[src/rtl/timing_ring_clock_control.sv]
// One-hot machine-cycle clock ring stepped by a prescaled, synchronised oscillator,
// with whole-cycle start/stop and an oscillator-loss watchdog. Optional macro: SINGLE_CYCLE_EN.
module timing_ring_clock_control #(
    parameter int RING_LEN    = 10,
    parameter int DIV         = 2,
    parameter int OSC_TIMEOUT = 1000
) (
    input  logic                clk,
    input  logic                reset_n,
    input  logic                osc,
    input  logic                start,
    input  logic                stop,
`ifdef SINGLE_CYCLE_EN
    input  logic                single_cycle,
`endif
    output logic [RING_LEN-1:0] ring,
    output logic                cycle_end,
    output logic                running,
    output logic                osc_fault
);

    localparam int PW = (DIV > 1) ? $clog2(DIV) : 1;
    localparam int WW = $clog2(OSC_TIMEOUT + 1);

    localparam logic [0:0] ST_IDLE = 1'b0;
    localparam logic [0:0] ST_RUN  = 1'b1;

    localparam logic [RING_LEN-1:0] RING_A = {{(RING_LEN-1){1'b0}}, 1'b1};

    logic          sync1_r, sync2_r, sync3_r;
    logic [0:0]    state_r, state_s;
    logic [PW-1:0] presc_r, presc_s;
    logic [WW-1:0] wdog_r, wdog_s;
    logic          stop_pend_r, stop_pend_s;
    logic [RING_LEN-1:0] ring_s;
    logic          cycle_end_s, running_s, fault_s;
    logic          osc_rise_s, tick_s, wrap_s, single_s;

    // Next-state logic: watchdog, prescaler, ring rotation and start/stop control.
    always_comb begin
`ifdef SINGLE_CYCLE_EN
        single_s = single_cycle;
`else
        single_s = 1'b0;
`endif
        osc_rise_s  = sync2_r & ~sync3_r;
        tick_s      = osc_rise_s & (presc_r == PW'(DIV - 1));
        wrap_s      = tick_s & ring_r_top();
        state_s     = state_r;
        ring_s      = ring;
        presc_s     = presc_r;
        stop_pend_s = stop_pend_r;
        cycle_end_s = 1'b0;

        if (osc_rise_s) begin
            wdog_s = {WW{1'b0}};
        end else if (wdog_r == WW'(OSC_TIMEOUT)) begin
            wdog_s = wdog_r;
        end else begin
            wdog_s = wdog_r + WW'(1);
        end
        fault_s = osc_fault | (wdog_s == WW'(OSC_TIMEOUT));

        // A lost oscillator overrides everything, including a wrap on the same edge.
        if (fault_s) begin
            state_s     = ST_IDLE;
            ring_s      = RING_A;
            presc_s     = {PW{1'b0}};
            stop_pend_s = 1'b0;
        end else begin
            case (state_r)
                ST_IDLE: begin
                    presc_s = {PW{1'b0}};
                    ring_s  = RING_A;
                    if (start) begin
                        state_s     = ST_RUN;
                        stop_pend_s = stop | single_s;
                    end else begin
                        stop_pend_s = 1'b0;
                    end
                end
                ST_RUN: begin
                    stop_pend_s = stop_pend_r | stop;
                    if (tick_s) begin
                        presc_s = {PW{1'b0}};
                        ring_s  = {ring[RING_LEN-2:0], ring[RING_LEN-1]};
                    end else if (osc_rise_s) begin
                        presc_s = presc_r + PW'(1);
                    end else begin
                        presc_s = presc_r;
                    end
                    if (wrap_s) begin
                        cycle_end_s = 1'b1;
                        if (stop_pend_s) begin
                            state_s     = ST_IDLE;
                            stop_pend_s = 1'b0;
                        end else begin
                            state_s = ST_RUN;
                        end
                    end else begin
                        cycle_end_s = 1'b0;
                    end
                end
                default: begin
                    state_s     = ST_IDLE;
                    ring_s      = RING_A;
                    presc_s     = {PW{1'b0}};
                    stop_pend_s = 1'b0;
                end
            endcase
        end
        running_s = (state_s == ST_RUN);
    end

    function automatic logic ring_r_top();
        return ring[RING_LEN-1];
    endfunction

    // State registers and registered outputs, synchronous active-low reset.
    always_ff @(posedge clk) begin
        if (!reset_n) begin
            sync1_r     <= 1'b0;
            sync2_r     <= 1'b0;
            sync3_r     <= 1'b0;
            state_r     <= ST_IDLE;
            presc_r     <= {PW{1'b0}};
            wdog_r      <= {WW{1'b0}};
            stop_pend_r <= 1'b0;
            ring        <= RING_A;
            cycle_end   <= 1'b0;
            running     <= 1'b0;
            osc_fault   <= 1'b0;
        end else begin
            sync1_r     <= osc;
            sync2_r     <= sync1_r;
            sync3_r     <= sync2_r;
            state_r     <= state_s;
            presc_r     <= presc_s;
            wdog_r      <= wdog_s;
            stop_pend_r <= stop_pend_s;
            ring        <= ring_s;
            cycle_end   <= cycle_end_s;
            running     <= running_s;
            osc_fault   <= fault_s;
        end
    end

endmodule

[config.mk]
export PLATFORM = sky130hd
export DESIGN_NAME = timing_ring_clock_control
export DESIGN_NICKNAME = d
export VERILOG_FILES = /design/src/rtl/timing_ring_clock_control.sv
export SDC_FILE = /design/constraint.sdc
export NUM_CORES = 1
export LEC_CHECK = 0
export CAP_MARGIN = 10
export CORE_MARGIN = 5
export CORE_UTILIZATION = 52
export DETAILED_ROUTE_END_ITERATION = 8
export PLACE_DENSITY = 0.77
export SYNTH_ARGS = -nofsm -noshare
export SYNTH_HDL_FRONTEND = slang
export SYNTH_SLANG_ARGS = --single-unit
export TNS_END_PERCENT = 1
[constraint.sdc]
create_clock -name clk -period 2.7 [get_ports clk]
set_input_delay 0.27 -clock clk [delete_from_list [all_inputs] [get_ports clk]]
set_output_delay 0.27 -clock clk [all_outputs]
set_load 0.01 [all_outputs]
==> impl_metrics.ini, run 1 <==
[status]
outcome = complete, no violations

[global_routing]
grt_max_degree = 15
track_usage = 0.143
antenna_found_initial = 0
grt_pass1_wl_um = 3800
overflow = 0
grt_pass1_vias = 875

[place]
place.gp.congestion = 0.863
dp.cells = 177
dpl_worst_slack_ps = 361
place_hpwl_um = 1630
io_buffer_count = 17

[hold_path]
min_path_cells = 1
min_path_type = flip-flop to flip-flop

[layout]
num_antenna_cells = 0
synthToLayoutAreaGrowth_pct = 16.7
fin_nets = 161
drive_above_1_share = 0.0789
final_cells = 180

[pwr]
total_power_mw = 0.643
ir_drop_v = 0.000380
p_per_area_nw_per_um2 = 457
p_leak_nw = 0.468

[floorplanning]
fp.dieW_um = 58.2
ios = 18
die-area_um2 = 3380
core_um2 = 2210
initial_core_util = 0.545
core.rowCount = 17
die_y_um = 58.2

[timing]
finalSetupViolations = 0
relSlewSlack = 0.668
rsz0062_at_grt = false
fin_crit_ps = 2350
slew_violations = 0
worst_pin_slew_ps = 496
fmax_mhz = 426
setup_slack_ps = 351
fin_skew_ps = 2.97
hold_viol = 0
finalSetupTns_ps = 0
timing.final.crit_share = 0.870
whs_ps = 458

[yosys]
synthDistinctLibCells = 36
synth.avg_cell_area_um2 = 8.87
synth_fa_ha_area_frac = 0.0207
yosys.area_share.simple = 0.276
seq_area_frac_synth = 0.465
synth_edf_count = 0
syn_area_um2 = 1210
synth_nets = 143
netlist_instances = 136
yosysTopAreaCell = dfxtp_1
async_flop_share = 0
synth_common_cells = 28 x dfxtp_1, 15 x nor2_1, 14 x nand2_1, 14 x nand3_1, 9 x a21oi_1
synth-xor-area-share = 0.0581
synth-compound-area-share = 0.114
netlist.area_leader.share = 0.465
synth_top_family_by_area = simple AND/OR/NAND/NOR gates
synth_area_leaders = dfxtp_1 46%, nand3_1 5.8%, nor2_1 4.7%
ys_warn_count = 0
synth.area.mux_share = 0.0259
synthFlopType = dfxtp_1
yosysMostFrequentCell = dfxtp_1
synth-seq-cells = 28

[clocking]
cts_setup_buffers = 0
path_clk_slew_ps = 140
ctsResizeCount = 0
clock_latency_ps = 320
cts_buffer_depth = 2
cts_sinks = 28
cts_buffers = 3
cts_tree = done
htree_levels = 1
cts_root_buf = clkbuf_4
hold_buffers = 0

[critical_path]
reg2regPathDepth = 7
cp-start-kind = flip-flop
reg2reg_slack_ps = 350
endpoint = ring[6]$_SDFFE_PP0P_
r2r_start = wdog_r[1]$_SDFF_PN0_
worstSetupPathType = flip-flop to flip-flop
critPathLaunch = wdog_r[1]$_SDFF_PN0_
r2r_end = ring[6]$_SDFFE_PP0P_
crit_required_ps = 2900
endpoint_kind = flip-flop
path_max_fanout = 11
cp.arrival_ps = 2550

[detailed_routing]
routed_wl_um = 2240
via_count = 967
dr.pass1.iters = 4
remaining_drc_errors = 0
drt_iter0_drc = 22
avgRoutedWirePerCell_um = 12.5
antenna_left = 0
via_per_inst = 5.37

[job]
max_cap_violations = 0
==> registers in the layout, summed over array words and instances (netlist names) <==
name and count:
presc_r 1, sync1_r 1, ring 10, cycle_end 1, wdog_r 10, state_r 1
stop_pend_r 1, sync2_r 1, sync3_r 1, osc_fault 1
==> report_power, final <==
group / total, mW / switching, mW / internal (mW)
Sequential: 0.431 / 0.00980 / 0.421
Combinational: 0.0460 / 0.0236 / 0.0224
Clock: 0.167 / 0.114 / 0.0523
==> cell usage in the layout (no fill, tap or decap), types with 2 or more instances in the layout <==
master / netlist / final
nand2_1: 14 / 14
o21ai_0: 5 / 5
nand4b_1: 2 / 2
xnor2_1: 6 / 6
nor3_1: 2 / 2
clkdlybuf4s50_1: 0 / 17
and2_1: 3 / 3
clkbuf_4: 0 / 3
inv_1: 4 / 4
nor2_1: 15 / 15
ha_1: 2 / 2
nor2b_1: 3 / 3
mux2i_1: 2 / 2
a21oi_1: 9 / 9
nand3_1: 14 / 14
and3_1: 3 / 3
dfxtp_1: 28 / 28
xor2_1: 2 / 2
==> worst min-delay path by stage <==
stage	slack (ps)	start	endpoint
2_1_floorplan	390	reset_n	osc_fault$_SDFF_PN0_
3_3_place_gp	420	sync1_r$_SDFF_PN0_	sync2_r$_SDFF_PN0_
3_5_place_dp	430	sync1_r$_SDFF_PN0_	sync2_r$_SDFF_PN0_
4_1_cts	460	sync1_r$_SDFF_PN0_	sync2_r$_SDFF_PN0_
5_1_grt	480	sync1_r$_SDFF_PN0_	sync2_r$_SDFF_PN0_
6_report	460	sync1_r$_SDFF_PN0_	sync2_r$_SDFF_PN0_
==> metrics by stage <==
step / util / cell area [um^2]
final: 0.636 / 1410
after detailed placement: 0.626 / 1390
after global placement: 0.626 / 1390
after floorplan: - / 1210
after global routing: 0.636 / 1410
after CTS: 0.636 / 1410
==> routing by layer <==
layer,share of wire,track usage
met5,0,0
met3,0.031,0.0200
met4,0.012,0.0596
met2,0.47,0.231
met1,0.49,0.189
==> logic make-up (layout without fill, tap and decap cells) <==
family          Yosys count  after routing
mux                       3              3
fa+ha+maj                 2              2
buf+inv                   9             25
xor+xnor                  8              8
flops                    28             28
compound gates           22             22
simple gates             64             64
==> layout make-up <==
type / count / area [um^2]
Fill cell: 202 / 805
Tap cell: 28 / 35.0
Sequential cell: 28 / 561
Timing Repair Buffer: 18 / 178
Multi-Input combinational cell: 99 / 597
Clock buffer: 3 / 22.5
Inverter: 4 / 15.0
==> worst max-delay path: stages (launching register included) <==
cell	delay, ps
dfxtp_1	470
ha_1	280
nand4_2	150
o32ai_1	150
a31oi_1	70
or4_4	560
o211ai_2	460
a21oi_1	90
No activity file was read; power rests on OpenSTA's default activity.
==> run 2, diff against run 1 <==
==> constraint.sdc (replaced) <==
create_clock -name clk -period 2.7 [get_ports clk]
set_input_delay 0.27 -clock clk [delete_from_list [all_inputs] [get_ports clk]]
set_output_delay 0.27 -clock clk [all_outputs]
set_load 0.005 [all_outputs]
==> results of run 2 <==
Same layout as run 1 (identical final DEF). Status: complete, no violations.
==> run 3, diff against run 2 <==
--- a/config.mk
+++ b/config.mk
@@ -10,6 +10,7 @@
 export CORE_UTILIZATION = 52
 export DETAILED_ROUTE_END_ITERATION = 8
 export PLACE_DENSITY = 0.77
+export SETUP_SLACK_MARGIN = 0.3
 export SYNTH_ARGS = -nofsm -noshare
 export SYNTH_HDL_FRONTEND = slang
 export SYNTH_SLANG_ARGS = --single-unit
==> run 3 against run 2 <==
Effect of this change: clock power hardly changed; cell count did not move; final area rose by 0.62%; total power is 0.29% higher; wire length up 1.6%; first-iteration DRC count is 77% higher; maximum frequency rose by 4.8%; register-to-register slack gained 110 ps; combinational power grew 2%; via count rose by 0.41%; sequential power hardly changed.
==> impl_metrics.ini, run 3 (same netlist as run 1, synthesis figures left out) <==
[floorplanning]
die_y_um = 58.2
core_um2 = 2210
core.rowCount = 17
fp.dieW_um = 58.2
ios = 18
die-area_um2 = 3380
initial_core_util = 0.545

[critical_path]
endpoint_kind = flip-flop
cp-start-kind = flip-flop
worstSetupPathType = flip-flop to flip-flop
path_max_fanout = 11
reg2reg_slack_ps = 460
reg2regPathDepth = 7
r2r_end = ring[6]$_SDFFE_PP0P_
r2r_start = wdog_r[1]$_SDFF_PN0_
cp.arrival_ps = 2450
crit_required_ps = 2910

[hold_path]
hold_start = sync1_r$_SDFF_PN0_
min_path_type = flip-flop to flip-flop
hold-path-endpoint = sync2_r$_SDFF_PN0_
min_path_cells = 1

[timing]
relSlewSlack = 0.663
worst_pin_slew_ps = 505
fin_skew_ps = 3.15
rsz0062_at_grt = true
finalSetupTns_ps = 0
hold_viol = 0
fin_crit_ps = 2240
slew_violations = 0
finalSetupViolations = 0
fmax_mhz = 446
timing.final.crit_share = 0.830

[job]
max_cap_violations = 0

[layout]
seq_area_um2 = 561
num_antenna_cells = 0
mostFrequentLayoutCells = 28 x dfxtp_1, 17 x clkdlybuf4s50_1, 15 x nor2_1
fillCellCount = 201
top_regs = ring x10, wdog_r x10
fin_nets = 161
drive_above_1_share = 0.0789
multi_input_area_um2 = 606
synthToLayoutAreaGrowth_pct = 17.4
layout_commonest_cell = dfxtp_1

[clocking]
htree_levels = 1
hold_buffers = 0
cts_buffers = 3
clock_latency_ps = 320
cts_setup_buffers = 0
cts_root_buf = clkbuf_4
cts_sinks = 28
path_clk_slew_ps = 140
cts_buffer_depth = 2
cts_tree = done

[pwr]
p_int_mw = 0.496
p_sw_mw = 0.149
pwr-share-comb = 0.072
p_seq_frac = 0.669
p_sw_frac = 0.231
clkPwrFrac = 0.259
p_leak_nw = 0.477
p_per_area_nw_per_um2 = 455
ir_drop_v = 0.000380
total_power_mw = 0.645

[global_routing]
grt_pass1_wl_um = 3800
track_usage = 0.143
grt_pass1_vias = 875
overflow = 0
grt_max_degree = 15
antenna_found_initial = 0

[detailed_routing]
routed_wl_um = 2280
dr.pass1.iters = 4
avgRoutedWirePerCell_um = 12.7
via_per_inst = 5.39
remaining_drc_errors = 0
antenna_left = 0
via_count = 971
drt_iter0_drc = 39

[place]
place_hpwl_um = 1630
io_buffer_count = 17
place.gp.congestion = 0.863

[status]
outcome = complete, no violations
[run 3: cell counts in the layout (fill, tap and decap cells not counted)]
No cell type changed its count.
[run 3: timing repair]
item                                    in CTS  in global routing
endpoints found under the setup margin       0                 11
resized for setup                            0                  1
endpoints found under the hold margin        0                  0
[run 3: per-stage QoR]
stage	hold slack [ps]	area, um^2	std cells	util	setup WS [ps]
global placement	419	1390	177	0.626	475
finish	458	1420	180	0.640	459
global route	482	1420	180	0.640	297
detailed placement	430	1390	177	0.626	361
floorplan	388	1210	136	-	698
CTS	463	1410	180	0.636	331
[run 3: critical path: stages, from the launching register on]
cell and delay (ps):
dfxtp_1 470, ha_1 280, nand4_2 150, o32ai_1 150, a31oi_1 70, or4_4 570, o211ai_4 340, a21oi_1 90
[run 3: layer usage]
| layer | track usage | wire length, um | up-vias |
|---|---|---|---|
| met5 | 0 | 0 | - |
| met4 | 0.0596 | 44 | 0 |
| met1 | 0.189 | 1090 | 440 |
| li1 | - | - | 499 |
| met3 | 0.0200 | 100 | 7 |
| met2 | 0.231 | 1040 | 25 |
[run 3: worst max path at each step]
stage                         start              endpoint  slack, ps
3_3_place_gp   wdog_r[1]$_SDFF_PN0_  ring[4]$_SDFFE_PP0P_        480
5_1_grt        wdog_r[1]$_SDFF_PN0_  ring[5]$_SDFFE_PP0P_        300
4_1_cts        wdog_r[1]$_SDFF_PN0_  ring[6]$_SDFFE_PP0P_        330
2_1_floorplan  wdog_r[1]$_SDFF_PN0_  ring[1]$_SDFFE_PP0P_        700
3_5_place_dp   wdog_r[1]$_SDFF_PN0_  ring[6]$_SDFFE_PP0P_        360
6_report       wdog_r[1]$_SDFF_PN0_  ring[6]$_SDFFE_PP0P_        460
[run 3: layout make-up]
cell class	instances	area share
multi-input cells	99	0.428
clock buffers	3	0.0159
flip-flops and latches	28	0.396
inverters	4	0.0106
well taps	28	0.0247
repair buffers	18	0.125
[run 3: power by group through the flow]
stage | sequential [mW] | clock [mW] | combinational [mW]
detailed placement | 0.440 | 0 | 0.0453
CTS | 0.431 | 0.170 | 0.0465
global placement | 0.439 | 0 | 0.0439
finish | 0.431 | 0.167 | 0.0464
floorplan | 0.436 | 0 | 0.0338
global route | 0.433 | 0.185 | 0.0527
==> edit (flow settings as in run 1) <==
`RING_LEN`: 10 -> 5.
--- a/src/rtl/timing_ring_clock_control.sv
+++ b/src/rtl/timing_ring_clock_control.sv
@@ -2,5 +2,5 @@
 // with whole-cycle start/stop and an oscillator-loss watchdog. Optional macro: SINGLE_CYCLE_EN.
 module timing_ring_clock_control #(
-    parameter int RING_LEN    = 10,
+    parameter int RING_LEN    = 5,
     parameter int DIV         = 2,
     parameter int OSC_TIMEOUT = 1000
Ports: changed (resized ring); port bits go from 18 to 13. The function was not compared with the original's and may differ.
==> edit against run 1 <==
Final area down 14%. Power down 14%. Cell count decreased by 12%. Routed wire length shrank 7.4%. Non-clock buffer count is 6 lower. Worst setup slack better by 0.033 ns. Area after synthesis down 12%. Sequential cell count is 5 lower.
==> edit: results (changes against run 1) <==
[clock_network]
insertion_delay_ns = 0.30  ; -0.02 ns
cts.clk_slew.worst_paths_ns = 0.12  ; -0.02 ns

[detailed_routing]
drt-initial-drc-count = 27  ; +23%
wirelength_um = 2080  ; -7.4%
avgViaCountPerCell = 5.69  ; +5.9%

[logic_synthesis]
synthTopCellsByCount = dfxtp_1, nor2_1, nand2_1, nand3_1, nor3_1
yosys-top-cells-area = dfxtp_1, nor2_1, mux2i_1, nand3_1, nor3_1
syn_nets = 129  ; -9.8%
ys_seq_area_share_pct = 43.2  ; -3.2 points
yosysUniqueCellTypes = 30  ; -17%

[worst_setup_path]
slowest_delay_ns = 0.42  ; -0.14 ns
path_delay_family = simple AND/OR/NAND/NOR gates
critPathMaxFanout = 10  ; -1
critPathSlowestCell = or3_1
worstSetupEndpoint = ring[1]
rr_startpoint = wdog_r[0]
reg2regPathDepth = 8  ; +1

[global_routing]
track_usage_pct = 14.4  ; +0.19 points
grt_pass1_vias = 841  ; -3.9%
grt_max_degree = 14  ; -1

[pwr]
p_leak_nw = 0.455  ; -2.8%

[sta]
tightest_slew_ns = 0.347  ; -0.149 ns
fmaxAchievable_ghz = 0.432  ; +1.4%

[layout]
final_nets = 140  ; -13%
largestRegisters = wdog_r: 10 flops, ring: 5 flops
fillerInstances = 198  ; -2.0%

[run_status]
status = finished, final reports clean

[placement]
io_buffers = 12  ; -5
place_ws_ns = 0.438  ; +0.0776 ns
gp_congestion = 0.837  ; -3.0%

## edit: cell count changes in the layout (fill, tap and decap cells not counted), sizes merged, moves of 2 or more
cell | before | now
nand3 | 15 | 9
nor3 | 3 | 9
clkdlybuf4s50 | 17 | 12
dfxtp | 28 | 23
a21oi | 10 | 6
nand2 | 14 | 10
mux2i | 2 | 5
o21ai | 5 | 2
inv | 4 | 2
xor2 | 2 | 4
## edit: kinds of logic after synthesis
family | synth area share (%)
AND/OR/NAND/NOR | 29.1
multiplexers | 4.70
adder cells (fa/ha/maj) | 2.35
buffers and inverters | 4.70
XOR/XNOR | 7.40
flip-flops | 43.2
AO/OA/AOI/OAI | 8.46
## edit: where the power goes
part / switching, mW / internal [mW] / leakage (nW)
Sequential: 0.00985 / 0.347 / 0.187
Combinational: 0.0231 / 0.0203 / 0.251
Clock: 0.0978 / 0.0552 / 0.0177
Total: 0.131 / 0.423 / 0.455
## edit: cell type report
| class | count | area share [%] |
|---|---|---|
| multi-input combinational | 91 | 46.1 |
| sequential | 23 | 38.3 |
| timing repair buffer | 12 | 9.98 |
| tap | 27 | 2.81 |
| clock buffer | 3 | 1.87 |
| inverter | 2 | 0.624 |
| clock inverter | 1 | 0.416 |
## edit: worst min-delay path by stage
stage / to / slack [ns] / cells past startpoint
after floorplan: stop_pend_r / 0.38 / 2
after global placement: sync2_r / 0.42 / 1
after detailed placement: sync2_r / 0.43 / 1
after CTS: sync2_r / 0.46 / 1
after global routing: sync2_r / 0.48 / 1
final: sync2_r / 0.46 / 1
## edit: per-layer routing
layer	share of wire (%)	global-route usage, %
met1	42	16.2
met2	52	26.5
met3	5.2	3.73
met4	0.58	4.17
met5	0	0
## edit: stage by stage
step                area, sq um  cells  power, mW
finish                     1200    159      0.553
global route               1200    159      0.586
CTS                        1200    159      0.561
detailed placement         1180    155      0.408
global placement           1180    155      0.404
floorplan                  1060    122      0.390
## edit: worst reg2reg max path, stage by stage, from the launching register on
cell and delay [ns]:
dfxtp_1 0.41, inv_1 0.11, ha_1 0.15, nand4b_1 0.09, or3_1 0.43, mux2i_1 0.17
nor4_1 0.33, a31o_1 0.40, nor3_1 0.11
